[src/rtl/cmd_int.sv]
// -----------------------------------------------------------------------------
// cmd_int -- byte-stream command interpreter between the UART and reg_top.
//
// This block decodes a command byte and acts on it:
//   bit7 = 1 : write. The command byte carries the address and the next byte
//              is the data. The write strobe goes to the register file.
//   bit7 = 0 : read. The command byte carries the address. The register byte
//              at that address is returned over a valid/ready handshake.
// A write command that receives no data byte within TIMEOUT_CYCLES cycles is
// abandoned and err_o pulses. A byte that arrives while the block is busy
// with a write strobe, a read or a transmit is dropped, and err_o pulses.
//
// Ports:
//   clk_i, rst_n_i         clock, asynchronous active-low reset
//   rx_data_i, rx_valid_i  received byte and its one-cycle strobe
//   address_o              register address to reg_top
//   wr_o                   write command in progress
//   data_received_o        one-cycle write strobe to reg_top
//   data_o                 write data to reg_top
//   reg_data_i             read data from reg_top (combinational on address_o)
//   tx_data_o, tx_valid_o  byte to the transmitter, valid
//   tx_ready_i             transmitter accepts byte
//   busy_o                 high in any state other than IDLE
//   err_o                  one-cycle pulse on a timeout or a dropped byte
//
// All outputs are registered.
// -----------------------------------------------------------------------------
module cmd_int #(
  parameter int unsigned TIMEOUT_CYCLES = 1000
) (
  input  logic       clk_i,
  input  logic       rst_n_i,
  input  logic [7:0] rx_data_i,
  input  logic       rx_valid_i,
  output logic [6:0] address_o,
  output logic       wr_o,
  output logic       data_received_o,
  output logic [7:0] data_o,
  input  logic [7:0] reg_data_i,
  output logic [7:0] tx_data_o,
  output logic       tx_valid_o,
  input  logic       tx_ready_i,
  output logic       busy_o,
  output logic       err_o
);

  // A TIMEOUT_CYCLES value of 0 would give a zero-width counter, so the
  // counter is always at least one bit wide.
  localparam int unsigned CNT_W = (TIMEOUT_CYCLES > 0) ? $clog2(TIMEOUT_CYCLES + 1) : 1;
  localparam logic [CNT_W-1:0] CNT_LAST = CNT_W'(TIMEOUT_CYCLES - 1);
  localparam logic [CNT_W-1:0] CNT_MAX  = '1;
  localparam bit TIMEOUT_EN = (TIMEOUT_CYCLES != 0);

  typedef enum logic [2:0] {
    S_IDLE,
    S_GET_DATA,
    S_WRITE,
    S_READ,
    S_SEND
  } state_t;

  state_t           state_q, state_d;
  logic [CNT_W-1:0] cnt_q, cnt_d;
  logic             timeout_hit;

  logic [6:0] address_d;
  logic [7:0] data_d, tx_data_d;
  logic       wr_d, data_received_d, tx_valid_d, busy_d, err_d;

  assign timeout_hit = TIMEOUT_EN && (cnt_q == CNT_LAST);

  // State register. All registered outputs are updated here as well.
  // NOTE: sequential state uses non-blocking assignments only. Every register
  // then samples its pre-edge inputs, whatever the order of the statements.
  always_ff @(posedge clk_i or negedge rst_n_i) begin
    if (!rst_n_i) begin
      state_q         <= S_IDLE;
      cnt_q           <= '0;
      address_o       <= '0;
      data_o          <= '0;
      tx_data_o       <= '0;
      wr_o            <= 1'b0;
      data_received_o <= 1'b0;
      tx_valid_o      <= 1'b0;
      busy_o          <= 1'b0;
      err_o           <= 1'b0;
    end else begin
      state_q         <= state_d;
      cnt_q           <= cnt_d;
      address_o       <= address_d;
      data_o          <= data_d;
      tx_data_o       <= tx_data_d;
      wr_o            <= wr_d;
      data_received_o <= data_received_d;
      tx_valid_o      <= tx_valid_d;
      busy_o          <= busy_d;
      err_o           <= err_d;
    end
  end

  // Next-state logic.
  // NOTE: each variable written in a combinational block is assigned a default
  // first. Without that default, a path that leaves it unassigned infers a latch.
  always_comb begin
    state_d = state_q;
    unique case (state_q)
      S_IDLE:     if (rx_valid_i) state_d = rx_data_i[7] ? S_GET_DATA : S_READ;
      S_GET_DATA: begin
        // When a byte arrives in the same cycle as the timeout, the byte wins.
        if (rx_valid_i)       state_d = S_WRITE;
        else if (timeout_hit) state_d = S_IDLE;
      end
      S_WRITE:    state_d = S_IDLE;
      S_READ:     state_d = S_SEND;
      S_SEND:     if (tx_valid_o && tx_ready_i) state_d = S_IDLE;
      default:    state_d = S_IDLE;
    endcase
  end

  // Output logic. This computes the values that the outputs take after the next edge.
  always_comb begin
    address_d       = address_o;
    data_d          = data_o;
    tx_data_d       = tx_data_o;
    wr_d            = wr_o;
    tx_valid_d      = tx_valid_o;
    data_received_d = 1'b0;
    err_d           = 1'b0;
    cnt_d           = cnt_q;
    busy_d          = (state_d != S_IDLE);

    unique case (state_q)
      S_IDLE: begin
        if (rx_valid_i) begin
          address_d = rx_data_i[6:0];
          wr_d      = rx_data_i[7];
          cnt_d     = '0;
        end
      end
      S_GET_DATA: begin
        if (rx_valid_i) begin
          data_d          = rx_data_i;
          data_received_d = 1'b1;
        end else if (timeout_hit) begin
          err_d = 1'b1;
          wr_d  = 1'b0;
        end else if (cnt_q != CNT_MAX) begin
          cnt_d = cnt_q + CNT_W'(1);
        end
      end
      S_WRITE: begin
        wr_d  = 1'b0;
        err_d = rx_valid_i;
      end
      S_READ: begin
        tx_data_d  = reg_data_i;
        tx_valid_d = 1'b1;
        err_d      = rx_valid_i;
      end
      S_SEND: begin
        if (tx_valid_o && tx_ready_i) tx_valid_d = 1'b0;
        err_d = rx_valid_i;
      end
      default: begin
        wr_d       = 1'b0;
        tx_valid_d = 1'b0;
      end
    endcase
  end

endmodule

[config.mk]
export PLATFORM = sky130hd
export DESIGN_NAME = cmd_int
export DESIGN_NICKNAME = d
export VERILOG_FILES = /design/src/rtl/cmd_int.sv
export SDC_FILE = /design/constraint.sdc
export NUM_CORES = 1
export LEC_CHECK = 0
export ABC_AREA = 1
export BUFFER_PORTS_ARGS = -buffer_cell sky130_fd_sc_hd__buf_4
export CAP_MARGIN = 10
export CORE_UTILIZATION = 30
export DETAILED_ROUTE_END_ITERATION = 10
export HOLD_SLACK_MARGIN = 0.15
export PLACE_DENSITY = 0.56
export SETUP_SLACK_MARGIN = 0.05
export SLEW_MARGIN = 20
export SYNTH_ARGS = -nofsm -noshare
export SYNTH_HDL_FRONTEND = slang
export SYNTH_SLANG_ARGS = --single-unit
[constraint.sdc]
create_clock -name clk_i -period 2 [get_ports clk_i]
set_clock_uncertainty 0.2 [all_clocks]
set_input_delay 0.1 -clock clk_i [delete_from_list [all_inputs] [get_ports clk_i]]
set_output_delay 0.1 -clock clk_i [all_outputs]
set_load 0.02 [all_outputs]
==> flow_summary.ini, run 1 <==
[outcome]
status = finished, final reports clean

[min_path]
worstHoldPathType = in2async

[floorplanning]
core_um2 = 6060
ioPinCount = 48
initial_utilization_pct = 32.0
die_width_um = 82.4
dieArea_um2 = 6790
die_h_um = 82.4
num_rows = 28

[clock_network]
holdBufCountCts = 19
cts_tree = yes
clk_latency_ps = 290
cts_num_sinks = 41
cts-htree-levels = 2
cts_inserted_buffers = 5
clock_path_buffers = 2
postCtsSetupBuffers = 0
path_clk_slew_ps = 90
cts_resized = 0
root_buffer = clkbuf_8

[timing]
slew_headroom_pct = 65.1
fin_crit_ps = 1810
timing.final.crit_share_pct = 90.3
hold_viol_final = 0
tightest_slew_ps = 524
slew_viol_final = 0
hold-worst-slack_ps = 121
setup_viol = 0
tns_ps = 0
fmax_mhz = 554
rsz0062_at_grt = no

[yosys]
synthCells = 243
synth_nets = 264
ys_types = 23
synth-edff-count = 0
synth.yosys.seq_area_share_pct = 52.9
ys_ff_latch = 41
async_flop_share_pct = 100
netlist_area_um2 = 1940
ys.flop_type = dfrtp_1
yosysWarningCount = 0
syn_area_per_cell_um2 = 7.98

[power]
p_leak_nw = 1.37
ir_worst_vdd_mv = 0.593
power_density_nw_per_um2 = 1310
finalPower_mw = 3.47

[global_route]
grt_pass1_vias = 1630
grt_overflow = 0
grt_first_pass_wirelength_um = 7510
grt.total_usage_pct = 14.7
grt_max_degree = 42
antenna_found_initial = 0

[setup_path]
worstPathArrival_ps = 1790
crit_end = cnt_q[8]
critical_path.max_stage_delay_ps = 430
critPathTopFamily = simple AND/OR/NAND/NOR gates
start_kind = flop
crit_cells = 9
worst_r2r_path_depth = 9
timing.rr.start = cnt_q[0]
cp_cell_sequence = ha_1, nand2_1, inv_1, nand3_1, nand2_2, nand2_4, nand2_4, nand2_1, nand2_1
cp_num_buf_inv = 1
crit_top_cell = nand2_1
required_ps = 1990
cp-end-kind = flop
r2r_setup_slack_ps = 190
crit_fanout = 11
startpoint = cnt_q[0]
r2r_end = cnt_q[8]
worstSetupPathType = reg2reg
crit_slowest_cell = dfrtp_1

[drt]
drt_first_iter_violations = 79
drt-vias-per-instance = 4.49
firstDrtPassIters = 4
antenna_left = 0
vias = 1756
post_drt_wl_per_cell_um = 11.2
drc = 0
routed_wl_um = 4390

[final_layout]
seqCellArea_um2 = 1030
final_common_cell = nand2_1
fillerInstances = 600
syn_to_final_growth_pct = 36.9
diodes = 0
multiInputGateArea_um2 = 778
mostFrequentLayoutCells = nand2_1, buf_4, dfrtp_1, inv_1, dlygate4sd3_1
layout.nets = 336
layout-drive-gt1-share_pct = 23.7

[run]
drv_cap = 0

[placed_design]
dp_hpwl_um = 2990
io_buffers = 47
place_congestion = 0.755
## cell usage after synthesis, types with 2 or more instances
master    number  share of area, %
nand2_4        2               1.2
nand3_1       14               3.6
nor2_1        16               3.1
nand3b_1       2              0.77
nand2_2        4               1.3
dfrtp_1       41                53
nor2_2         5               1.6
nand4_1        3              0.97
inv_1         23               4.5
buf_6          2               1.2
inv_2          3              0.58
buf_2          3              0.77
a21oi_1        5               1.3
nor3_2         2               1.0
o21ai_0       17               4.4
nand2_1       94                18
## flip-flops by register name (all words and copies together), names as in the netlist
register	flops
err_o	1
tx_data_o	8
state_q	3
cnt_q	10
data_received_o	1
wr_o	1
tx_valid_o	1
busy_o	1
data_o	8
address_o	7
## layout make-up
cell class / instances / share of cell area (%)
clock inverter: 3 / 0.660
tap: 75 / 3.53
sequential: 41 / 38.6
inverter: 26 / 3.68
clock buffer: 5 / 2.59
timing repair buffer: 70 / 21.6
multi-input combinational: 171 / 29.3
## stage by stage
stage          utilization, %  cell area [um^2]  worst slack, ps  std cells
2_1_floorplan               -              1940              419        243
3_3_place_gp             39.2              2380              257        364
3_5_place_dp             39.2              2380              209        364
4_1_cts                  43.8              2660              194        391
5_1_grt                  43.8              2660             52.1        391
6_report                 43.8              2660              194        391
## cells by family (layout without fill, tap and decap cells)
logic type | after synthesis | after routing | synth area share, %
buffers and inverters | 31 | 104 | 6.97
adder cells (fa/ha/maj) | 1 | 1 | 0.645
AND/OR/NAND/NOR | 144 | 144 | 32.4
AO/OA/AOI/OAI | 26 | 26 | 7.10
flip-flops | 41 | 41 | 52.9
## layer usage
layer	global-route usage, %	vias to the layer above	part of all wire (%)
met5	0	-	0
met4	6.32	0	1.7
met3	2.97	6	3.6
met2	24.2	37	49
met1	18.7	809	46
li1	-	904	-
## worst min-delay path by stage
stage | startpoint | to | slack [ps]
global placement | rst_n_i | address_o[3] | -70
detailed placement | rst_n_i | cnt_q[7] | -80
floorplan | rst_n_i | address_o[0] | -400
finish | rst_n_i | address_o[6] | 120
global route | rst_n_i | address_o[2] | 170
CTS | rst_n_i | address_o[2] | 150
## power by group
| part | internal (mW) | switching, mW | total, mW |
|---|---|---|---|
| clock network | 0.241 | 0.295 | 0.536 |
| registers | 1.13 | 0.205 | 1.34 |
| logic | 0.642 | 0.952 | 1.59 |
| total | 2.02 | 1.45 | 3.47 |
Power figures use the tool's default switching activity.
==> run 2, diff against run 1 <==
--- a/config.mk
+++ b/config.mk
@@ -6,12 +6,12 @@
 export NUM_CORES = 1
 export LEC_CHECK = 0
 export ABC_AREA = 1
-export BUFFER_PORTS_ARGS = -buffer_cell sky130_fd_sc_hd__buf_4
 export CAP_MARGIN = 10
 export CORE_UTILIZATION = 30
 export DETAILED_ROUTE_END_ITERATION = 10
+export DONT_BUFFER_PORTS = 1
 export HOLD_SLACK_MARGIN = 0.15
-export PLACE_DENSITY = 0.56
+export PLACE_DENSITY = 0.5
 export SETUP_SLACK_MARGIN = 0.05
 export SLEW_MARGIN = 20
 export SYNTH_ARGS = -nofsm -noshare
==> flow_summary.ini, run 2 (same netlist as run 1, synthesis figures left out) <==
[outcome]
status = finished, final reports clean

[drt]
drt_first_iter_violations = 136
post_drt_wl_per_cell_um = 12.8
drt-vias-per-instance = 4.65
drc = 0
routed_wl_um = 4530
antenna_left = 0
firstDrtPassIters = 4
vias = 1640

[setup_path]
critPathTopFamily = simple AND/OR/NAND/NOR gates
crit_fanout = 5
crit_slowest_cell = dfrtp_1
cp_cell_sequence = ha_1, nand2_1, inv_1, nand3_1, nand2_2, nand2_4, buf_4, nand3_1, nand2_1
worstPathArrival_ps = 1770
timing.rr.start = cnt_q[1]
required_ps = 1970
start_kind = flop
worst_r2r_path_depth = 9
r2r_setup_slack_ps = 210
critical_path.max_stage_delay_ps = 380
cp_num_buf_inv = 2
worstSetupPathType = reg2reg
cp-end-kind = flop
r2r_end = cnt_q[8]

[power]
p_leak_nw = 1.19
finalPower_mw = 3.21
ir_worst_vdd_mv = 0.544
power_density_nw_per_um2 = 1340

[final_layout]
final_common_cell = nand2_1
reg_top3 = cnt_q (10), data_o (8), tx_data_o (8)
final_cells = 353
top_register = cnt_q
mostFrequentLayoutCells = nand2_1, dfrtp_1, inv_1, dlygate4sd3_1, o21ai_0
utilization_pct = 39.5
layout-drive-gt1-share_pct = 12.9
final_cell_area_um2 = 2390
layout.nets = 299
diodes = 0
fillerInstances = 606
syn_to_final_growth_pct = 23.5
largest_reg_flops = 10

[floorplanning]
num_rows = 28
initial_utilization_pct = 32.0
dieArea_um2 = 6790
die_h_um = 82.4
core_um2 = 6060
die_width_um = 82.4
ioPinCount = 48

[timing]
tns_ps = 0
fmax_mhz = 558
slew_headroom_pct = 71.1
slew_viol_final = 0
tightest_slew_ps = 430
timing.final.crit_share_pct = 89.6
hold_viol_final = 0
rsz0062_at_grt = no
setup_viol = 0
fin_crit_ps = 1790

[clock_network]
path_clk_slew_ps = 80
clock_path_buffers = 2
cts_num_sinks = 41
cts_inserted_buffers = 5
cts-htree-levels = 2
root_buffer = clkbuf_8
cts_resized = 0
clk_latency_ps = 290
cts_tree = yes

[global_route]
grt_pass1_vias = 1578
grt_overflow = 0
antenna_found_initial = 0
grt_first_pass_wirelength_um = 7440
grt_max_degree = 42
grt.total_usage_pct = 14.6

[placed_design]
placedCellCount = 317
dp_hpwl_um = 2850
io_buffers = 0
placed_area_um2 = 2030
place_congestion = 0.826

[run]
drv_cap = 0

[min_path]
worstHoldPathCells = 3
hold_path_startpoint = reg_data_i[4]
min_to = tx_data_o[4]
worstHoldPathType = in2reg
## run 2: cell types whose count changed in the layout (fill, tap and decap cells not counted), sizes merged
cell and delta:
buf -39, clkbuf +1, clkinv -2, dlygate4sd3 +1, nand2 +1
## run 2: area by class of cell
| type | instances | area, um^2 | share of cell area, % |
|---|---|---|---|
| sequential | 41 | 1030 | 42.8 |
| clock inverter | 1 | 7.51 | 0.313 |
| clock buffer | 6 | 82.6 | 3.45 |
| multi-input combinational | 172 | 785 | 32.8 |
| inverter | 26 | 97.6 | 4.08 |
| tap | 75 | 93.8 | 3.92 |
| timing repair buffer | 32 | 303 | 12.6 |
## run 2: how the worst max path moves through the flow
stage / start / end / depth (start not counted)
2_1_floorplan: cnt_q[0] / cnt_q[4] / 9
3_3_place_gp: cnt_q[0] / cnt_q[8] / 9
3_5_place_dp: cnt_q[0] / cnt_q[8] / 9
4_1_cts: cnt_q[0] / cnt_q[8] / 9
5_1_grt: cnt_q[0] / cnt_q[6] / 9
6_report: cnt_q[1] / cnt_q[8] / 9
## run 2: through the flow
| step | hold WS [ps] | setup WS, ps |
|---|---|---|
| final | 252 | 208 |
| after global routing | 262 | 54.8 |
| after CTS | 244 | 164 |
| after detailed placement | -394 | 195 |
| after global placement | -394 | 243 |
| after floorplan | -396 | 419 |
## run 2: repair_timing
item,CTS,global route
hold buffers,21,0
hold endpoints to repair,82,0
setup buffers,0,7
endpoints found under the setup margin,0,10
## run 2: tightest hold or removal path: cells and delay by family
kind          cells  cell delay, ps
buf+inv           1             520
simple gates      2              90
## run 2: routing by layer
metal	GRT usage [%]	part of all wire [%]
met1	19.5	46
met2	23.1	47
met3	4.62	6.1
met4	3.68	0.51
met5	0	0
## run 2: where the power goes
part           switching (mW)  internal [mW]  total (mW)
Combinational           0.581          0.393       0.974
Clock                   0.275          0.273       0.548
Sequential              0.559           1.13        1.69
Total                    1.41           1.80        3.21
==> run 3, diff against run 2 <==
--- a/config.mk
+++ b/config.mk
@@ -11,7 +11,7 @@
 export DETAILED_ROUTE_END_ITERATION = 10
 export DONT_BUFFER_PORTS = 1
 export HOLD_SLACK_MARGIN = 0.15
-export PLACE_DENSITY = 0.5
+export PLACE_DENSITY = 0.46
 export SETUP_SLACK_MARGIN = 0.05
 export SLEW_MARGIN = 20
 export SYNTH_ARGS = -nofsm -noshare
==> flow_summary.ini, run 3 (same netlist as run 1, synthesis figures left out) <==
[clock_network]
cts_tree = yes
cts_resized = 0
root_buffer = clkbuf_8
path_clk_slew_ps = 80
cts_inserted_buffers = 5
clock_path_buffers = 2
clk_latency_ps = 290
cts_num_sinks = 41
cts-htree-levels = 2

[setup_path]
crit_slowest_cell = dfrtp_1
worst_r2r_path_depth = 9
worstPathArrival_ps = 1810
startpoint = cnt_q[0]
crit_top_cell = nand2_1
critical_path.max_stage_delay_ps = 430
cp_cell_sequence = ha_1, nand2_1, inv_1, nand3_1, nand2_2, nand2_4, nand2_4, nand2_1, nand2_1
r2r_setup_slack_ps = 170
r2r_end = cnt_q[0]
worstSetupPathType = reg2reg
required_ps = 1980
crit_fanout = 11
cp-end-kind = flop
timing.rr.start = cnt_q[0]
start_kind = flop

[power]
ir_worst_vdd_mv = 0.611
power_density_nw_per_um2 = 1360
finalPower_mw = 3.22
p_leak_nw = 1.16

[min_path]
hold_path_startpoint = reg_data_i[5]
worstHoldPathCells = 3
min_to = tx_data_o[5]
worstHoldPathType = in2reg

[drt]
drt-vias-per-instance = 4.50
post_drt_wl_per_cell_um = 12.5
firstDrtPassIters = 4
vias = 1556
routed_wl_um = 4340
drc = 0
antenna_left = 0
drt_first_iter_violations = 80

[timing]
rsz0062_at_grt = no
setup_viol = 0
tns_ps = 0
tightest_slew_ps = 382
fmax_mhz = 547
slew_headroom_pct = 74.4
timing.final.crit_share_pct = 91.4
hold_viol_final = 0
fin_ws_ps = 171
slew_viol_final = 0
fin_crit_ps = 1830

[floorplanning]
core_um2 = 6060
ioPinCount = 48
dieArea_um2 = 6790
num_rows = 28
initial_utilization_pct = 32.0
die_h_um = 82.4
die_width_um = 82.4

[global_route]
grt_max_degree = 42
met2_usage_pct = 23.0
grt.total_usage_pct = 14.2
groute.layer.met3.usage_pct = 4.40
grt_first_pass_wirelength_um = 7240
grt_pass1_vias = 1552
globalRoute.busiestLayer = met2
antenna_found_initial = 0
grt_overflow = 0
met1_usage_pct = 18.4

[final_layout]
reg_top3 = cnt_q (10), data_o (8), tx_data_o (8)
fillerInstances = 644
top_register = cnt_q
final_common_cell = nand2_1
largest_reg_flops = 10
layout-drive-gt1-share_pct = 10.7
syn_to_final_growth_pct = 21.7
mostFrequentLayoutCells = nand2_1, dfrtp_1, inv_1, dlygate4sd3_1, o21ai_0
layout.nets = 291
diodes = 0

[run]
drv_cap = 0

[placed_design]
place_congestion = 0.774
place_ws_ps = 173
dp_hpwl_um = 2950
io_buffers = 0

[outcome]
status = finished, final reports clean
-- run 3: stage by stage --
step / utilization [%] / instance area (um^2) / hold slack, ps / instances
after floorplan: - / 1940 / -396 / 243
after global placement: 33.4 / 2030 / -394 / 317
after detailed placement: 33.4 / 2030 / -394 / 317
after CTS: 39.0 / 2360 / 242 / 346
after global routing: 39.0 / 2360 / 256 / 346
final: 39.0 / 2360 / 258 / 346
-- run 3: cell type report --
| class | count | area [um^2] | area share (%) |
|---|---|---|---|
| clock inverter | 3 | 46.3 | 1.96 |
| inverter | 26 | 97.6 | 4.13 |
| tap | 75 | 93.8 | 3.97 |
| sequential | 41 | 1030 | 43.5 |
| multi-input combinational | 171 | 778 | 33.0 |
| timing repair buffer | 25 | 250 | 10.6 |
| clock buffer | 5 | 68.8 | 2.91 |
-- run 3: worst max-delay path, delay by kind of cell, from the launching register on --
kind          cells  cell delay (ps)
simple gates      7              790
flops             1              430
fa+ha+maj         1              220
buf+inv           1               70
-- run 3: how the worst max path moves through the flow --
stage | endpoint | slack [ps] | depth (start not counted)
floorplan | cnt_q[4] | 420 | 9
detailed placement | cnt_q[0] | 170 | 9
CTS | cnt_q[0] | 160 | 9
finish | cnt_q[0] | 170 | 9
global placement | cnt_q[8] | 250 | 9
global route | cnt_q[2] | 50 | 9
-- run 3: power breakdown --
part	total [mW]	internal [mW]	switching, mW
combinational	0.839	0.311	0.528
sequential	1.70	1.13	0.567
clock	0.678	0.374	0.304
-- run 3: what timing repair did --
action,4_1_cts,5_1_grt
hold buffers,21,0
endpoints found under the hold margin,82,0
setup buffers,0,0
-- run 3: routing by layer --
layer,vias up,routed length [um]
li1,811,-
met1,707,2120
met2,36,1970
met3,2,235
met4,0,19
met5,-,0
